## src/rtl/rf_pkg.sv

```systemverilog
// rtl/rf_pkg.sv - shared state encoding, default sizes and depth helper for reg_file_p
package rf_pkg;

    localparam int RF_DATA_W = 16;
    localparam int RF_ADDR_W = 3;

    typedef logic [0:0] rf_state_t;
    localparam rf_state_t RF_CLEAR = 1'b0;
    localparam rf_state_t RF_RUN   = 1'b1;

    function automatic int rf_depth(input int addr_w);
        return 1 << addr_w;
    endfunction

endpackage

```

## src/rtl/reg_file_p_if.sv

```systemverilog
// rtl/reg_file_p_if.sv - read/write port bundle for reg_file_p
interface reg_file_p_if import rf_pkg::*; #(
    parameter int DATA_W = RF_DATA_W,
    parameter int ADDR_W = RF_ADDR_W
) ();

    logic [ADDR_W-1:0] rd_addr1;
    logic [ADDR_W-1:0] rd_addr2;
    logic [DATA_W-1:0] rd_data1;
    logic [DATA_W-1:0] rd_data2;
    logic              wr_en;
    logic [ADDR_W-1:0] wr_addr;
    logic [DATA_W-1:0] wr_data;
    logic              ready;
    logic              wr_drop;

    modport master (
        output rd_addr1, rd_addr2, wr_en, wr_addr, wr_data,
        input  rd_data1, rd_data2, ready, wr_drop
    );

    modport slave (
        input  rd_addr1, rd_addr2, wr_en, wr_addr, wr_data,
        output rd_data1, rd_data2, ready, wr_drop
    );

endinterface

```

## src/rtl/reg_file_p_clear_ctrl.sv

```systemverilog
// rtl/reg_file_p_clear_ctrl.sv - post-reset clear sweep FSM, ready and wr_drop generation
module rf_clear_ctrl import rf_pkg::*; #(
    parameter int ADDR_W = RF_ADDR_W
) (
    input  logic              clk,
    input  logic              rst,
    input  logic              wr_en,
    output logic              ready,
    output logic              wr_drop,
    output logic              clr_en,
    output logic [ADDR_W-1:0] clr_addr
);

    localparam int DEPTH = rf_depth(ADDR_W);

    rf_state_t         state;
    logic [ADDR_W-1:0] clr_ptr;

    always_ff @(posedge clk) begin
        if (rst) begin
            state   <= RF_CLEAR;
            clr_ptr <= '0;
            ready   <= 1'b0;
            wr_drop <= 1'b0;
        end else begin
            wr_drop <= wr_en & ~ready;
            if (state == RF_CLEAR) begin
                clr_ptr <= clr_ptr + 1'b1;
                if (clr_ptr == ADDR_W'(DEPTH - 1)) begin
                    state <= RF_RUN;
                    ready <= 1'b1;
                end
            end
        end
    end

    // The reset edge itself must never touch the array.
    assign clr_en   = (state == RF_CLEAR) & ~rst;
    assign clr_addr = clr_ptr;

endmodule

```

## src/rtl/reg_file_p.sv

```systemverilog
// rtl/reg_file_p.sv - 2R1W register file with hardware clear; RF_BYPASS_EN adds write-to-read bypass
module reg_file_p import rf_pkg::*; #(
    parameter int DATA_W   = RF_DATA_W,
    parameter int ADDR_W   = RF_ADDR_W,
    parameter int ZERO_REG = 1
) (
    input logic          clk,
    input logic          rst,
    reg_file_p_if.slave  bus
);

    localparam int DEPTH = rf_depth(ADDR_W);

    logic [DATA_W-1:0] mem [DEPTH];
    logic              ready;
    logic              wr_drop;
    logic              clr_en;
    logic [ADDR_W-1:0] clr_addr;
    logic              wr_ok;
    logic [DATA_W-1:0] rd1;
    logic [DATA_W-1:0] rd2;

    rf_clear_ctrl #(.ADDR_W(ADDR_W)) u_clear_ctrl (
        .clk      (clk),
        .rst      (rst),
        .wr_en    (bus.wr_en),
        .ready    (ready),
        .wr_drop  (wr_drop),
        .clr_en   (clr_en),
        .clr_addr (clr_addr)
    );

    assign wr_ok = bus.wr_en & ready & ~rst & ~((ZERO_REG != 0) && (bus.wr_addr == '0));

    always_ff @(posedge clk) begin
        if (clr_en) begin
            mem[clr_addr] <= '0;
        end else if (wr_ok) begin
            mem[bus.wr_addr] <= bus.wr_data;
        end
    end

    always_comb begin
        rd1 = mem[bus.rd_addr1];
`ifdef RF_BYPASS_EN
        if (bus.wr_en && (bus.rd_addr1 == bus.wr_addr)) rd1 = bus.wr_data;
`endif
        // Ready gating and zero-register suppression override any bypass.
        if (!ready || ((ZERO_REG != 0) && (bus.rd_addr1 == '0))) rd1 = '0;
    end

    always_comb begin
        rd2 = mem[bus.rd_addr2];
`ifdef RF_BYPASS_EN
        if (bus.wr_en && (bus.rd_addr2 == bus.wr_addr)) rd2 = bus.wr_data;
`endif
        if (!ready || ((ZERO_REG != 0) && (bus.rd_addr2 == '0))) rd2 = '0;
    end

    assign bus.rd_data1 = rd1;
    assign bus.rd_data2 = rd2;
    assign bus.ready    = ready;
    assign bus.wr_drop  = wr_drop;

endmodule

```

## src/flat_wrapper.sv

```systemverilog
// flat-port wrapper written by rule: the top's interface ports become plain ports
module reg_file_p_flat import rf_pkg::*;
#(
    parameter int DATA_W   = RF_DATA_W,
    parameter int ADDR_W   = RF_ADDR_W,
    parameter int ZERO_REG = 1
)
  (clk, rst, bus_rd_addr1, bus_rd_addr2, bus_wr_en, bus_wr_addr, bus_wr_data, bus_rd_data1, bus_rd_data2, bus_ready, bus_wr_drop);
  reg_file_p_if #(.DATA_W(DATA_W), .ADDR_W(ADDR_W)) bus_i ();
  input logic clk;
  input logic rst;
  input wire logic [$bits(bus_i.rd_addr1)-1:0] bus_rd_addr1;
  input wire logic [$bits(bus_i.rd_addr2)-1:0] bus_rd_addr2;
  input wire logic [$bits(bus_i.wr_en)-1:0] bus_wr_en;
  input wire logic [$bits(bus_i.wr_addr)-1:0] bus_wr_addr;
  input wire logic [$bits(bus_i.wr_data)-1:0] bus_wr_data;
  output wire logic [$bits(bus_i.rd_data1)-1:0] bus_rd_data1;
  output wire logic [$bits(bus_i.rd_data2)-1:0] bus_rd_data2;
  output wire logic [$bits(bus_i.ready)-1:0] bus_ready;
  output wire logic [$bits(bus_i.wr_drop)-1:0] bus_wr_drop;
  assign bus_i.rd_addr1 = bus_rd_addr1;
  assign bus_i.rd_addr2 = bus_rd_addr2;
  assign bus_i.wr_en = bus_wr_en;
  assign bus_i.wr_addr = bus_wr_addr;
  assign bus_i.wr_data = bus_wr_data;
  assign bus_rd_data1 = bus_i.rd_data1;
  assign bus_rd_data2 = bus_i.rd_data2;
  assign bus_ready = bus_i.ready;
  assign bus_wr_drop = bus_i.wr_drop;
  reg_file_p #(.DATA_W(DATA_W), .ADDR_W(ADDR_W), .ZERO_REG(ZERO_REG)) u_core (.clk(clk), .rst(rst), .bus(bus_i));
endmodule
```

## config.mk

```make
export PLATFORM = sky130hd
export DESIGN_NAME = reg_file_p_flat
export DESIGN_NICKNAME = d
export VERILOG_FILES = /design/src/rtl/rf_pkg.sv /design/src/rtl/reg_file_p_if.sv /design/src/rtl/reg_file_p_clear_ctrl.sv /design/src/rtl/reg_file_p.sv /design/src/flat_wrapper.sv
export SDC_FILE = /design/constraint.sdc
export NUM_CORES = 1
export LEC_CHECK = 0
export CORE_ASPECT_RATIO = 1.1
export CORE_MARGIN = 10
export CORE_UTILIZATION = 56
export CTS_CLUSTER_SIZE = 40
export DETAILED_ROUTE_END_ITERATION = 16
export GPL_ROUTABILITY_DRIVEN = 0
export PLACE_DENSITY = 0.79
export SYNTH_ARGS = -nofsm -noshare
export SYNTH_HDL_FRONTEND = slang
export SYNTH_HIERARCHICAL = 1
export SYNTH_SLANG_ARGS = --single-unit
```

## constraint.sdc

```tcl
create_clock -name clk -period 3.5 [get_ports clk]
set_input_delay 0.7 -clock clk [delete_from_list [all_inputs] [get_ports clk]]
set_output_delay 0.7 -clock clk [all_outputs]
set_load 0.005 [all_outputs]
```

======== Word level (Yosys, flattened, before mapping) ========
Memories as Yosys holds them, arrays and structs flattened.
Cells that the tools add are included.
operators by class
  $add $sub $neg .......................... 1
  multiply operators ...................... 0
  div/mod/pow operators ................... 0
  $lt $le $gt $ge ......................... 0
  equality and inequality tests ........... 1
  shift-type cells ........................ 0
  multiplexer cells ....................... 12
  bitwise operators ....................... 9
  reduce and logical (&&, ||, !) cells .... 8
operators with widths
  operator                                                       number
  16-bit 2-to-1 mux                                              3
  16-bit OR reduction                                            1
  3-bit zero test                                                3
  1-bit 2-to-1 mux                                               8
  1-bit bitwise AND                                              5
  1-bit NOT                                                      4
  3-bit by 1-bit adder with 3-bit output, second input constant  1
  3-bit == test, second input constant                           1
  3-bit 2-to-1 mux                                               1
  1-bit logical OR                                               2
  2-bit AND reduction                                            1
  1-bit zero test                                                1
storage, ports and cells
  flip-flop bits (word level) ............. 6
  latch bits .............................. 0
  RAM bits ................................ 128
  bits in read-only memories .............. 0
  output and inout bits ................... 34
  logic and storage cells ................. 36
  memories kept ........................... 1
memories
  name        words  width  rd ports  clocked after Yosys merged registers in  write ports  line              source
  u_core.mem  8      16     2         0                                        1            reg_file_p.sv:14  logic [DATA_W-1:0] mem [DEPTH];

======== Depth between registers and ports, before layout ========
Gate-level depths: netlist of the first run.
  depth after elaboration ................. 8
  gate-level depth with buffers ........... 6

======== By module ========
The synthesis of the first run kept the hierarchy.
modules (own cells, without submodules)
  module         times used  cells an instance  area each (um^2)  sequential area each (um^2)
  reg_file_p     1           340                5614.1            3363.2
  rf_clear_ctrl  1           22                 234.0             120.1

======== Worst setup path after synthesis of the first run ========
Ideal clock, no wire load.
  path kind ............................... input to register
  from .................................... input rst
  to ...................................... memory u_core/mem[1][0] (netlist name) (enable)
  arrival time ............................ 2544 ps
  setup slack ............................. 547 ps
  stages on the path ...................... 4
  path buffers ............................ 1
  cells stage by stage .................... nor2_1 -> clkbuf_1 -> a22oi_1 -> nor3_1
between the ends
  cells in the longest elaborated chain, start to end .. 8
ends and longest elaborated chain
  item                                                                   line                                           source
  start, declared                                                        flat_wrapper.sv:11                             input logic rst;
  1-bit NOT *                                                            reg_file_p_clear_ctrl.sv:38, reg_file_p.sv:33
  1-bit bitwise AND (2 in a row)                                         reg_file_p.sv:33                               assign wr_ok = bus.wr_en & ready & ~rst & ~((ZERO_REG != 0) && (bus.wr_addr == '0));
  1-bit 2-to-1 mux                                                       reg_file_p.sv:38                               end else if (wr_ok) begin
  1-bit 2-to-1 mux                                                       reg_file_p.sv:36                               if (clr_en) begin
  1-bit 2-to-1 mux (implied by the code)                                 reg_file_p.sv:39                               mem[bus.wr_addr] <= bus.wr_data;
  16-bit OR reduction (no source line)                                   n/a
  3-bit 2-to-1 mux (no source line) or 1-bit 2-to-1 mux (tied branches)  n/a
  end, declared                                                          reg_file_p.sv:14
Every way passes the cells marked *; elsewhere a longest branch is shown, timed or not.

======== Worst setup path in the final report of the first run ========
  from .................................... input bus_rd_addr2[1]
  to ...................................... output bus_rd_data2[4]
between the ends
  cells in the longest elaborated chain, start to end .. 3
ends and longest elaborated chain
  item                                                            line                source
  start, declared                                                 flat_wrapper.sv:13  input wire logic [$bits(bus_i.rd_addr2)-1:0] bus_rd_addr2;
  branches (longest 2 deep; another with memory read 8 x 16 bit)  n/a
  16-bit 2-to-1 mux *                                             reg_file_p.sv:57    if (!ready || ((ZERO_REG != 0) && (bus.rd_addr2 == '0))) rd2 = '0;
  end, declared                                                   flat_wrapper.sv:18  output wire logic [$bits(bus_i.rd_data2)-1:0] bus_rd_data2;
Every way passes the cells marked *.

==> results of run 1 <==
## metal layers
layer  GRT usage (%)  part of all wire [%]  up-vias  routed length (um)
met1           23.36                    36     1922                5345
met5               0                     0        -                   0
li1                -                     -     1646                   -
met3           5.374                   8.8       27                1289
met4           7.369                   1.4        0                 200
met2           34.77                    54      239                7890
## layout make-up
cell class	instances	area share, %
Clock buffer	20	5.984
Clock inverter	12	2.178
Inverter	6	0.3086
Multi-Input combinational cell	208	29.65
Sequential cell	118	47.74
Tap cell	143	2.452
Timing Repair Buffer	87	11.69
## worst register-to-register path, stage by stage (launching register included)
cell      delay, ps
dfxtp_1         370
nor2_1          670
and4bb_2        360
a22oi_1         370
a21oi_1         130
buf_4           240
## state kept, by name, indices dropped and copies added, names as in the netlist
signal and flops:
u_core/mem 112, u_core/u_clear_ctrl/clr_addr 3, u_core/u_clear_ctrl/ready 1, u_core/u_clear_ctrl/state 1, u_core/u_clear_ctrl/wr_drop 1
## cell families after synthesis
family	Yosys count	synth area share (%)
buffers and inverters	36	3.808
AO/OA/AOI/OAI	76	10.72
XOR/XNOR	1	0.1498
multiplexers	66	19.47
AND/OR/NAND/NOR	63	5.862
adder cells (fa/ha/maj)	2	0.4278
flip-flops	118	59.56
## worst max-delay path by stage
stage	cells past startpoint	slack (ps)	end	startpoint
floorplan	4	550	u_core/mem[1][0]	rst
global placement	5	90	bus_rd_data2[4]	bus_rd_addr2[1]
detailed placement	5	50	bus_rd_data2[4]	bus_rd_addr2[1]
CTS	5	20	bus_rd_data2[4]	bus_rd_addr2[1]
global route	6	30	bus_rd_data2[15]	bus_rd_addr2[1]
finish	5	120	bus_rd_data2[4]	bus_rd_addr2[1]
## per-stage QoR
stage | hold WS, ps | instance area [um2] | std cells | util (%) | setup slack, ps
2_1_floorplan | 525.9 | 5848 | 362 | - | 547.1
3_3_place_gp | 499.1 | 6689 | 562 | 64.97 | 89.12
3_5_place_dp | 510.4 | 6689 | 562 | 64.97 | 50.37
4_1_cts | 518.8 | 7284 | 594 | 70.75 | 16.19
5_1_grt | 540.0 | 7297 | 594 | 70.87 | 27.65
6_report | 514.5 | 7297 | 594 | 70.87 | 117.6
## where the power goes
group	internal, mW	switching, mW	total [mW]
registers	1.57	0.0228	1.59
logic	0.134	0.135	0.269
clock network	1.18	0.570	1.75
total	2.88	0.727	3.61
## layout by cell type, fill, tap and decap left out, types with 6 or more instances in the layout
master and instances:
clkdlybuf4s50_1 59, edfxtp_1 112, o211a_1 14, mux2_2 22
a221oi_1 16, mux4_2 32, a221o_1 14, dfxtp_1 6
buf_4 21, and2_1 16, mux2_4 10, o21ai_0 10
o21ai_1 8, clkbuf_16 17, nor2_1 23
==> flow_metrics.py, run 1 <==
metrics = {
    "pwr": {
        "powerDensity_nw_per_um2": 494.4,
        "vdd_ir_drop_max_uv": 409.3,
        "total_power_mw": 3.607,
        "p_leak_nw": 2.378,
    },
    "placement": {
        "io_buffers": 61,
        "hpwl_um": 8991,
    },
    "final_layout": {
        "num-fill-cells": 667,
        "multi_input_area_um2": 2163,
        "nNetsFinal": 468,
        "antenna_cells": 0,
        "regArea_um2": 3483,
        "layout-drive-gt1-share_pct": 27.94,
        "syn_to_final_growth_pct": 24.78,
    },
    "worst_hold_path": {
        "hold_start": "u_core/u_clear_ctrl/ready",
        "hold_end": "u_core/u_clear_ctrl/ready",
        "hp-class": "reg -> reg",
        "hold_depth": 2,
    },
    "grt": {
        "grt_pass1_wl_um": 23170,
        "antenna_found_initial": 0,
        "grt.overflow.total": 0,
        "grt_max_degree": 35,
        "gr-usage-all-layers_pct": 20.00,
        "grt_pass1_vias": 4150,
    },
    "yosys": {
        "synthArstFlopShare_pct": 0,
        "seq_area_frac_synth_pct": 59.56,
        "synth_commonest_cells": "edfxtp_1, mux4_2, nor2_1, mux2_2",
        "synth_top_area_share_pct": 57.51,
        "synth-edff-count": 112,
        "synth-main-ff-cell": "edfxtp_1",
        "yosysTopAreaCell": "edfxtp_1",
        "yosysMostFrequentCell": "edfxtp_1",
        "synth.area.top_cells": "edfxtp_1, mux4_2, mux2_2",
        "syn_area_um2": 5848,
        "ys_ff_latch": 118,
        "ys_warn_count": 6,
        "syn_avg_cell_area_um2": 16.15,
        "syn-instance-count": 362,
        "synth_nets": 392,
        "ys_types": 42,
    },
    "routing": {
        "ant_nets": 0,
        "first_pass_iters": 5,
        "vias_per_cell": 6.455,
        "routed_wl_um": 14730,
        "drc": 0,
        "wire_per_inst_um": 24.79,
        "num_vias": 3834,
        "initialDrtViolationCount": 468,
    },
    "timing": {
        "max_slew_margin_pct": 18.15,
        "fin_setup_tns_ps": 0,
        "final.period_utilization_pct": 96.64,
        "slew_viol_final": 0,
        "finalSetupViolCount": 0,
        "skew_ps": 9.588,
        "worstMarginPinSlew_ps": 1221,
        "rsz0062_at_grt": "no",
        "clock.fmax_mhz": 295.6,
        "finalCriticalPeriod_ps": 3382,
        "hold_violations": 0,
    },
    "worst_setup_path": {
        "arrival_ps": 2680,
        "cp_common_cell": "clkdlybuf4s50_1",
        "start_kind": "input pin",
        "end_kind": "primary output",
        "critPathMaxStageDelay_ps": 560,
        "r2r_end": "u_core/mem[7][10]",
        "r2r_slack_ps": 1080,
        "cp_num_buf_inv": 3,
        "cp_max_fo": 34,
        "crit_type": "in -> out",
        "cp_top_family": "buffers and inverters",
        "critPathRequiredTime_ps": 2800,
        "cp_cell_sequence": "clkdlybuf4s50_1 > buf_8 > mux4_2 > o211a_1 > clkdlybuf4s50_1",
        "crit_slowest_cell": "clkdlybuf4s50_1",
        "r2r-start": "u_core/u_clear_ctrl/state",
        "reg2reg_depth": 5,
    },
    "cts": {
        "cts_tree": "yes",
        "root_buffer": "clkbuf_16",
        "cts_resized": 0,
        "cts_hold_buf": 0,
        "clock_sinks": 118,
        "cts_setup_buffers": 0,
        "clk_pin_slew_worst_paths_ps": 50,
        "numCtsBuffers": 17,
        "cts_buffer_depth": 2,
        "clock_latency_ps": 410,
        "cts_max_level": 4,
    },
    "run_status": {
        "status": "complete, no violations",
    },
    "die": {
        "coreArea_um2": 10300,
        "dieArea_um2": 14940,
        "initial_core_util_pct": 56.80,
        "io_pins": 62,
        "die_width_um": 117.4,
        "die_y_um": 127.2,
        "rows": 39,
    },
    "run": {
        "cap_violations": 0,
    },
}
Power figures use the tool's default switching activity.
==> run 2: changes to the inputs <==
CORE_UTILIZATION = 50   (was 56)
PLACE_DENSITY = 0.72   (was 0.79)
==> flow_metrics.py, run 2 (synthesis results as in run 1) <==
metrics = {
    "timing": {
        "rsz0062_at_grt": "no",
        "finalSetupViolCount": 0,
        "max_slew_margin_pct": 20.02,
        "worstMarginPinSlew_ps": 1200,
        "fin_setup_tns_ps": 0,
        "slew_viol_final": 0,
        "final.period_utilization_pct": 94.99,
        "skew_ps": 11.29,
        "clock.fmax_mhz": 300.8,
        "finalCriticalPeriod_ps": 3325,
        "hold_violations": 0,
    },
    "placement": {
        "hpwl_um": 9035,
        "dp.cells": 573,
        "dpl_cell_area_um2": 6750,
        "io_buffers": 61,
    },
    "pwr": {
        "p_sw_share_pct": 21.05,
        "pwr-share-clk_pct": 48.5,
        "powerDensity_nw_per_um2": 491.8,
        "power_frac_seq_pct": 44.0,
        "vdd_ir_drop_max_uv": 412.8,
        "comb_power_share_pct": 7.6,
        "switching_power_uw": 761.6,
        "p_int_mw": 2.857,
        "p_leak_nw": 2.384,
    },
    "final_layout": {
        "num-fill-cells": 788,
        "fin_area_um2": 7358,
        "final_cell_mix": "edfxtp_1, clkdlybuf4s50_1, mux4_2",
        "nNetsFinal": 472,
        "final_cells": 605,
        "antenna_cells": 0,
        "syn_to_final_growth_pct": 25.82,
        "final_core_util_pct": 64.32,
        "regArea_um2": 3483,
        "largest_register_ffs": 112,
        "multi_input_area_um2": 2168,
        "regMostFlops": "u_core/mem",
        "layout-drive-gt1-share_pct": 30.33,
        "final_common_cell": "edfxtp_1",
    },
    "worst_hold_path": {
        "hp-class": "reg -> reg",
        "hold_end": "u_core/u_clear_ctrl/ready",
        "hold_depth": 2,
        "hold_start": "u_core/u_clear_ctrl/ready",
    },
    "routing": {
        "routed_wl_um": 14460,
        "vias_per_cell": 6.306,
        "num_vias": 3815,
        "drc": 0,
        "wire_per_inst_um": 23.90,
        "initialDrtViolationCount": 372,
        "ant_nets": 0,
        "first_pass_iters": 5,
    },
    "cts": {
        "cts_max_level": 4,
        "clock_sinks": 118,
        "cts_hold_buf": 0,
        "clk_pin_slew_worst_paths_ps": 50,
        "cts_setup_buffers": 0,
        "clock_latency_ps": 410,
        "root_buffer": "clkbuf_16",
        "cts_buffer_depth": 2,
        "cts_resized": 0,
        "numCtsBuffers": 17,
        "cts_tree": "yes",
    },
    "run_status": {
        "status": "complete, no violations",
    },
    "die": {
        "die_y_um": 133.4,
        "rows": 41,
        "die_width_um": 123.1,
        "initial_core_util_pct": 51.12,
        "dieArea_um2": 16430,
        "io_pins": 62,
        "coreArea_um2": 11440,
    },
    "grt": {
        "grt_pass1_wl_um": 22860,
        "grt_pass1_vias": 4081,
        "gr-usage-all-layers_pct": 18.34,
        "grt_max_degree": 34,
        "grt.overflow.total": 0,
        "antenna_found_initial": 0,
    },
    "worst_setup_path": {
        "critPathMaxStageDelay_ps": 640,
        "cp_top_family": "buffers and inverters",
        "arrival_ps": 2620,
        "critPathRequiredTime_ps": 2800,
        "cp_common_cell": "clkdlybuf4s50_1",
        "r2r_slack_ps": 990,
        "r2r-start": "u_core/u_clear_ctrl/state",
        "cp_cell_sequence": "clkdlybuf4s50_1 > buf_4 > mux4_2 > o21ai_1 > nor2_1 > clkdlybuf4s50_1",
        "crit_type": "in -> out",
        "cp_max_fo": 10,
        "end_kind": "primary output",
        "crit_slowest_cell": "clkdlybuf4s50_1",
        "reg2reg_depth": 4,
        "start_kind": "input pin",
        "cp_num_buf_inv": 3,
        "r2r_end": "u_core/mem[3][12]",
    },
    "run": {
        "cap_violations": 0,
    },
}
-- run 2: cell types whose count changed in the layout (fill, tap and decap cells not counted), sizes merged --
cell,previous run,this run
buf,28,32
clkinvlp,1,6
bufinv,4,3
clkinv,8,5
clkbuf,20,19
-- run 2: metrics by stage --
| stage | power (mW) | setup WS, ps | hold WS, ps |
|---|---|---|---|
| 5_1_grt | 3.727 | 56.43 | 591.2 |
| 3_3_place_gp | 1.884 | 203.1 | 516.7 |
| 3_5_place_dp | 1.892 | 214.0 | 541.8 |
| 2_1_floorplan | 1.778 | 547.1 | 525.9 |
| 6_report | 3.619 | 175.3 | 553.6 |
| 4_1_cts | 3.646 | 178.9 | 554.9 |
-- run 2: power by group through the flow --
stage / Sequential (mW) / Clock [mW] / Combinational, mW
after floorplan: 1.61 / 0 / 0.167
after global placement: 1.61 / 0 / 0.270
after detailed placement: 1.62 / 0 / 0.274
after CTS: 1.59 / 1.78 / 0.275
after global routing: 1.59 / 1.84 / 0.294
final: 1.59 / 1.75 / 0.274
-- run 2: worst register-to-register path, cell delays in order (launching register included) --
cell and delay, ps:
dfxtp_1 460, nor2_1 170, and4bb_2 400, nand3b_1 130, a21oi_2 960
-- run 2: worst max-delay path by stage --
stage / start / slack (ps) / end / cells after the start
2_1_floorplan: rst / 550 / u_core/mem[1][0] / 4
3_3_place_gp: bus_rd_addr1[1] / 200 / bus_rd_data1[5] / 6
3_5_place_dp: bus_rd_addr1[1] / 210 / bus_rd_data1[0] / 6
4_1_cts: bus_rd_addr1[1] / 180 / bus_rd_data1[7] / 6
5_1_grt: bus_rd_addr1[1] / 60 / bus_rd_data1[5] / 6
6_report: bus_rd_addr1[1] / 180 / bus_rd_data1[9] / 6
-- run 2: layout make-up --
| type | instances | share of cell area, % |
|---|---|---|
| Clock buffer | 19 | 6.155 |
| Clock inverter | 13 | 2.108 |
| Inverter | 6 | 0.3061 |
| Multi-Input combinational cell | 208 | 29.47 |
| Sequential cell | 118 | 47.34 |
| Tap cell | 150 | 2.551 |
| Timing Repair Buffer | 91 | 12.07 |
-- run 2: per-layer routing --
| metal | up-vias | GRT usage [%] | wire length (um) |
|---|---|---|---|
| met5 | - | 0 | 0 |
| met4 | 0 | 6.412 | 176 |
| met3 | 18 | 5.748 | 1245 |
| met2 | 198 | 30.64 | 7570 |
| met1 | 1943 | 21.71 | 5467 |
| li1 | 1656 | - | - |
==> run 3: changes to the inputs <==
ABC_AREA = 1   (was unset)
PLACE_DENSITY = 0.71   (was 0.72)
==> flow_metrics.py, run 3 <==
metrics = {
    "cts": {
        "cts_tree": "yes",
        "root_buffer": "clkbuf_16",
        "cts_max_level": 4,
        "cts_hold_buf": 0,
        "numCtsBuffers": 17,
        "cts_setup_buffers": 0,
        "cts_buffer_depth": 2,
        "cts_resized": 0,
        "clock_sinks": 134,
        "clock_latency_ps": 420,
        "clk_pin_slew_worst_paths_ps": 50,
    },
    "pwr": {
        "p_int_mw": 3.208,
        "vdd_ir_drop_max_uv": 318.5,
        "powerDensity_nw_per_um2": 481.5,
        "comb_power_share_pct": 9.2,
        "power_frac_seq_pct": 44.0,
        "p_sw_share_pct": 22.41,
        "pwr-share-clk_pct": 46.8,
        "p_leak_nw": 3.447,
        "switching_power_uw": 926.6,
        "total_power_mw": 4.135,
    },
    "yosys": {
        "synth-xor-area-share_pct": 0,
        "synth-main-ff-cell": "edfxtp_1",
        "ys_ff_latch": 134,
        "synthAdderAreaFrac_pct": 0.3529,
        "ys_types": 28,
        "yosysMostFrequentCell": "nand2_1",
        "synth_nets": 804,
        "syn-instance-count": 774,
        "synthMuxAreaShare_pct": 0,
        "synth.area.top_cells": "edfxtp_1, nand2_1, nor2_1",
        "synth_commonest_cells": "nand2_1, edfxtp_1, nor2_1, inv_1, a21oi_1",
        "synth-simple-area-share_pct": 17.63,
        "syn_avg_cell_area_um2": 9.161,
        "yosysTopAreaCell": "edfxtp_1",
        "seq_area_frac_synth_pct": 55.90,
        "ys_warn_count": 6,
        "synth-compound-area-share_pct": 17.08,
        "synthArstFlopShare_pct": 0,
        "synth-edff-count": 128,
        "syn_area_um2": 7091,
        "synth_top_family_by_area": "simple AND/OR/NAND/NOR gates",
        "synth_top_area_share_pct": 54.21,
    },
    "routing": {
        "vias_per_cell": 5.576,
        "drc": 0,
        "first_pass_iters": 5,
        "num_vias": 5738,
        "wire_per_inst_um": 17.10,
        "routed_wl_um": 17590,
        "initialDrtViolationCount": 465,
        "ant_nets": 0,
    },
    "die": {
        "initial_core_util_pct": 51.19,
        "die_width_um": 133.5,
        "io_pins": 62,
        "rows": 45,
        "coreArea_um2": 13850,
        "dieArea_um2": 19350,
        "die_y_um": 144.9,
    },
    "timing": {
        "clock.fmax_mhz": 320.2,
        "skew_ps": 8.413,
        "fin_setup_tns_ps": 0,
        "finalSetupViolCount": 0,
        "holdWs_ps": 501.9,
        "hold_violations": 0,
        "fin_ws_ps": 377.1,
        "max_slew_margin_pct": 63.90,
        "finalCriticalPeriod_ps": 3123,
        "rsz0062_at_grt": "no",
        "worstMarginPinSlew_ps": 539.4,
        "final.period_utilization_pct": 89.23,
        "slew_viol_final": 0,
    },
    "worst_setup_path": {
        "crit_slowest_cell": "clkdlybuf4s50_1",
        "critPathMaxStageDelay_ps": 530,
        "critPathRequiredTime_ps": 2800,
        "arrival_ps": 2420,
        "cp_common_cell": "clkdlybuf4s50_1",
        "reg2reg_depth": 7,
        "crit_type": "in -> out",
        "cp_cell_sequence": "clkdlybuf4s50_1 > nor3_1 > nor2_2 > buf_4 > nand2_1 > nor2_1 > clkdlybuf4s50_1",
        "cp_max_fo": 16,
        "end_kind": "primary output",
        "start_kind": "input pin",
    },
    "placement": {
        "io_buffers": 61,
        "dpl_worst_slack_ps": 399.8,
        "hpwl_um": 11360,
        "dpl_cell_area_um2": 7936,
        "dp.cells": 997,
    },
    "final_layout": {
        "num-fill-cells": 1152,
        "syn_to_final_growth_pct": 21.12,
        "final_common_cell": "nand2_1",
        "regMostFlops": "u_core/mem",
        "nNetsFinal": 858,
        "regArea_um2": 3964,
        "multi_input_area_um2": 2486,
        "fin_area_um2": 8588,
        "layout-drive-gt1-share_pct": 10.94,
        "largest_register_ffs": 128,
        "final_cell_mix": "nand2_1, edfxtp_1, nor2_1",
        "antenna_cells": 0,
        "final_cells": 1029,
        "final_core_util_pct": 62.01,
    },
    "run": {
        "cap_violations": 0,
    },
    "worst_hold_path": {
        "hold_depth": 1,
        "hp-class": "reg -> reg",
    },
    "grt": {
        "grt.overflow.total": 0,
        "gr-usage-all-layers_pct": 18.29,
        "grt_max_degree": 66,
        "grt_pass1_wl_um": 27970,
        "antenna_found_initial": 0,
        "grt_pass1_vias": 5548,
    },
    "run_status": {
        "status": "complete, no violations",
    },
}
-- run 3: worst paths after layout --
path                        startpoint                     endpoint  slack, ps
max                    bus_rd_addr2[2]              bus_rd_data2[4]        380
min          u_core/u_clear_ctrl/ready  u_core/u_clear_ctrl/wr_drop        500
max reg2reg  u_core/u_clear_ctrl/state             u_core/mem[3][9]       1470
min reg2reg  u_core/u_clear_ctrl/ready  u_core/u_clear_ctrl/wr_drop        500
-- run 3: cell families (layout without fill, tap and decap cells) --
| family | Yosys count | in the layout |
|---|---|---|
| simple gates | 300 | 300 |
| compound gates | 192 | 192 |
| buf+inv | 146 | 213 |
| flops | 134 | 134 |
| fa+ha+maj | 2 | 2 |
-- run 3: layer usage --
layer | wire, um | part of all wire [%] | global-route usage [%]
met1 | 6881 | 39 | 20.46
met2 | 8954 | 51 | 32.46
met3 | 1334 | 7.6 | 4.690
met4 | 422 | 2.4 | 7.794
met5 | 0 | 0 | 0
-- run 3: worst max-delay path: cells and delay by family --
family / cells / cell delay [ps]
simple gates: 4 / 390
buf+inv: 3 / 1330
-- run 3: area by class of cell --
cell class | count | area share, %
clock buffers | 17 | 4.953
repair buffers | 89 | 10.55
flip-flops and latches | 134 | 46.15
multi-input cells | 494 | 28.95
inverters | 92 | 4.021
clock inverters | 15 | 2.637
well taps | 188 | 2.739
-- run 3: power groups by stage --
| stage | Combinational (mW) | Clock (mW) | Sequential, mW |
|---|---|---|---|
| global placement | 0.364 | 0 | 1.85 |
| floorplan | 0.250 | 0 | 1.85 |
| finish | 0.381 | 1.93 | 1.82 |
| CTS | 0.382 | 1.96 | 1.82 |
| global route | 0.421 | 2.05 | 1.82 |
| detailed placement | 0.379 | 0 | 1.85 |
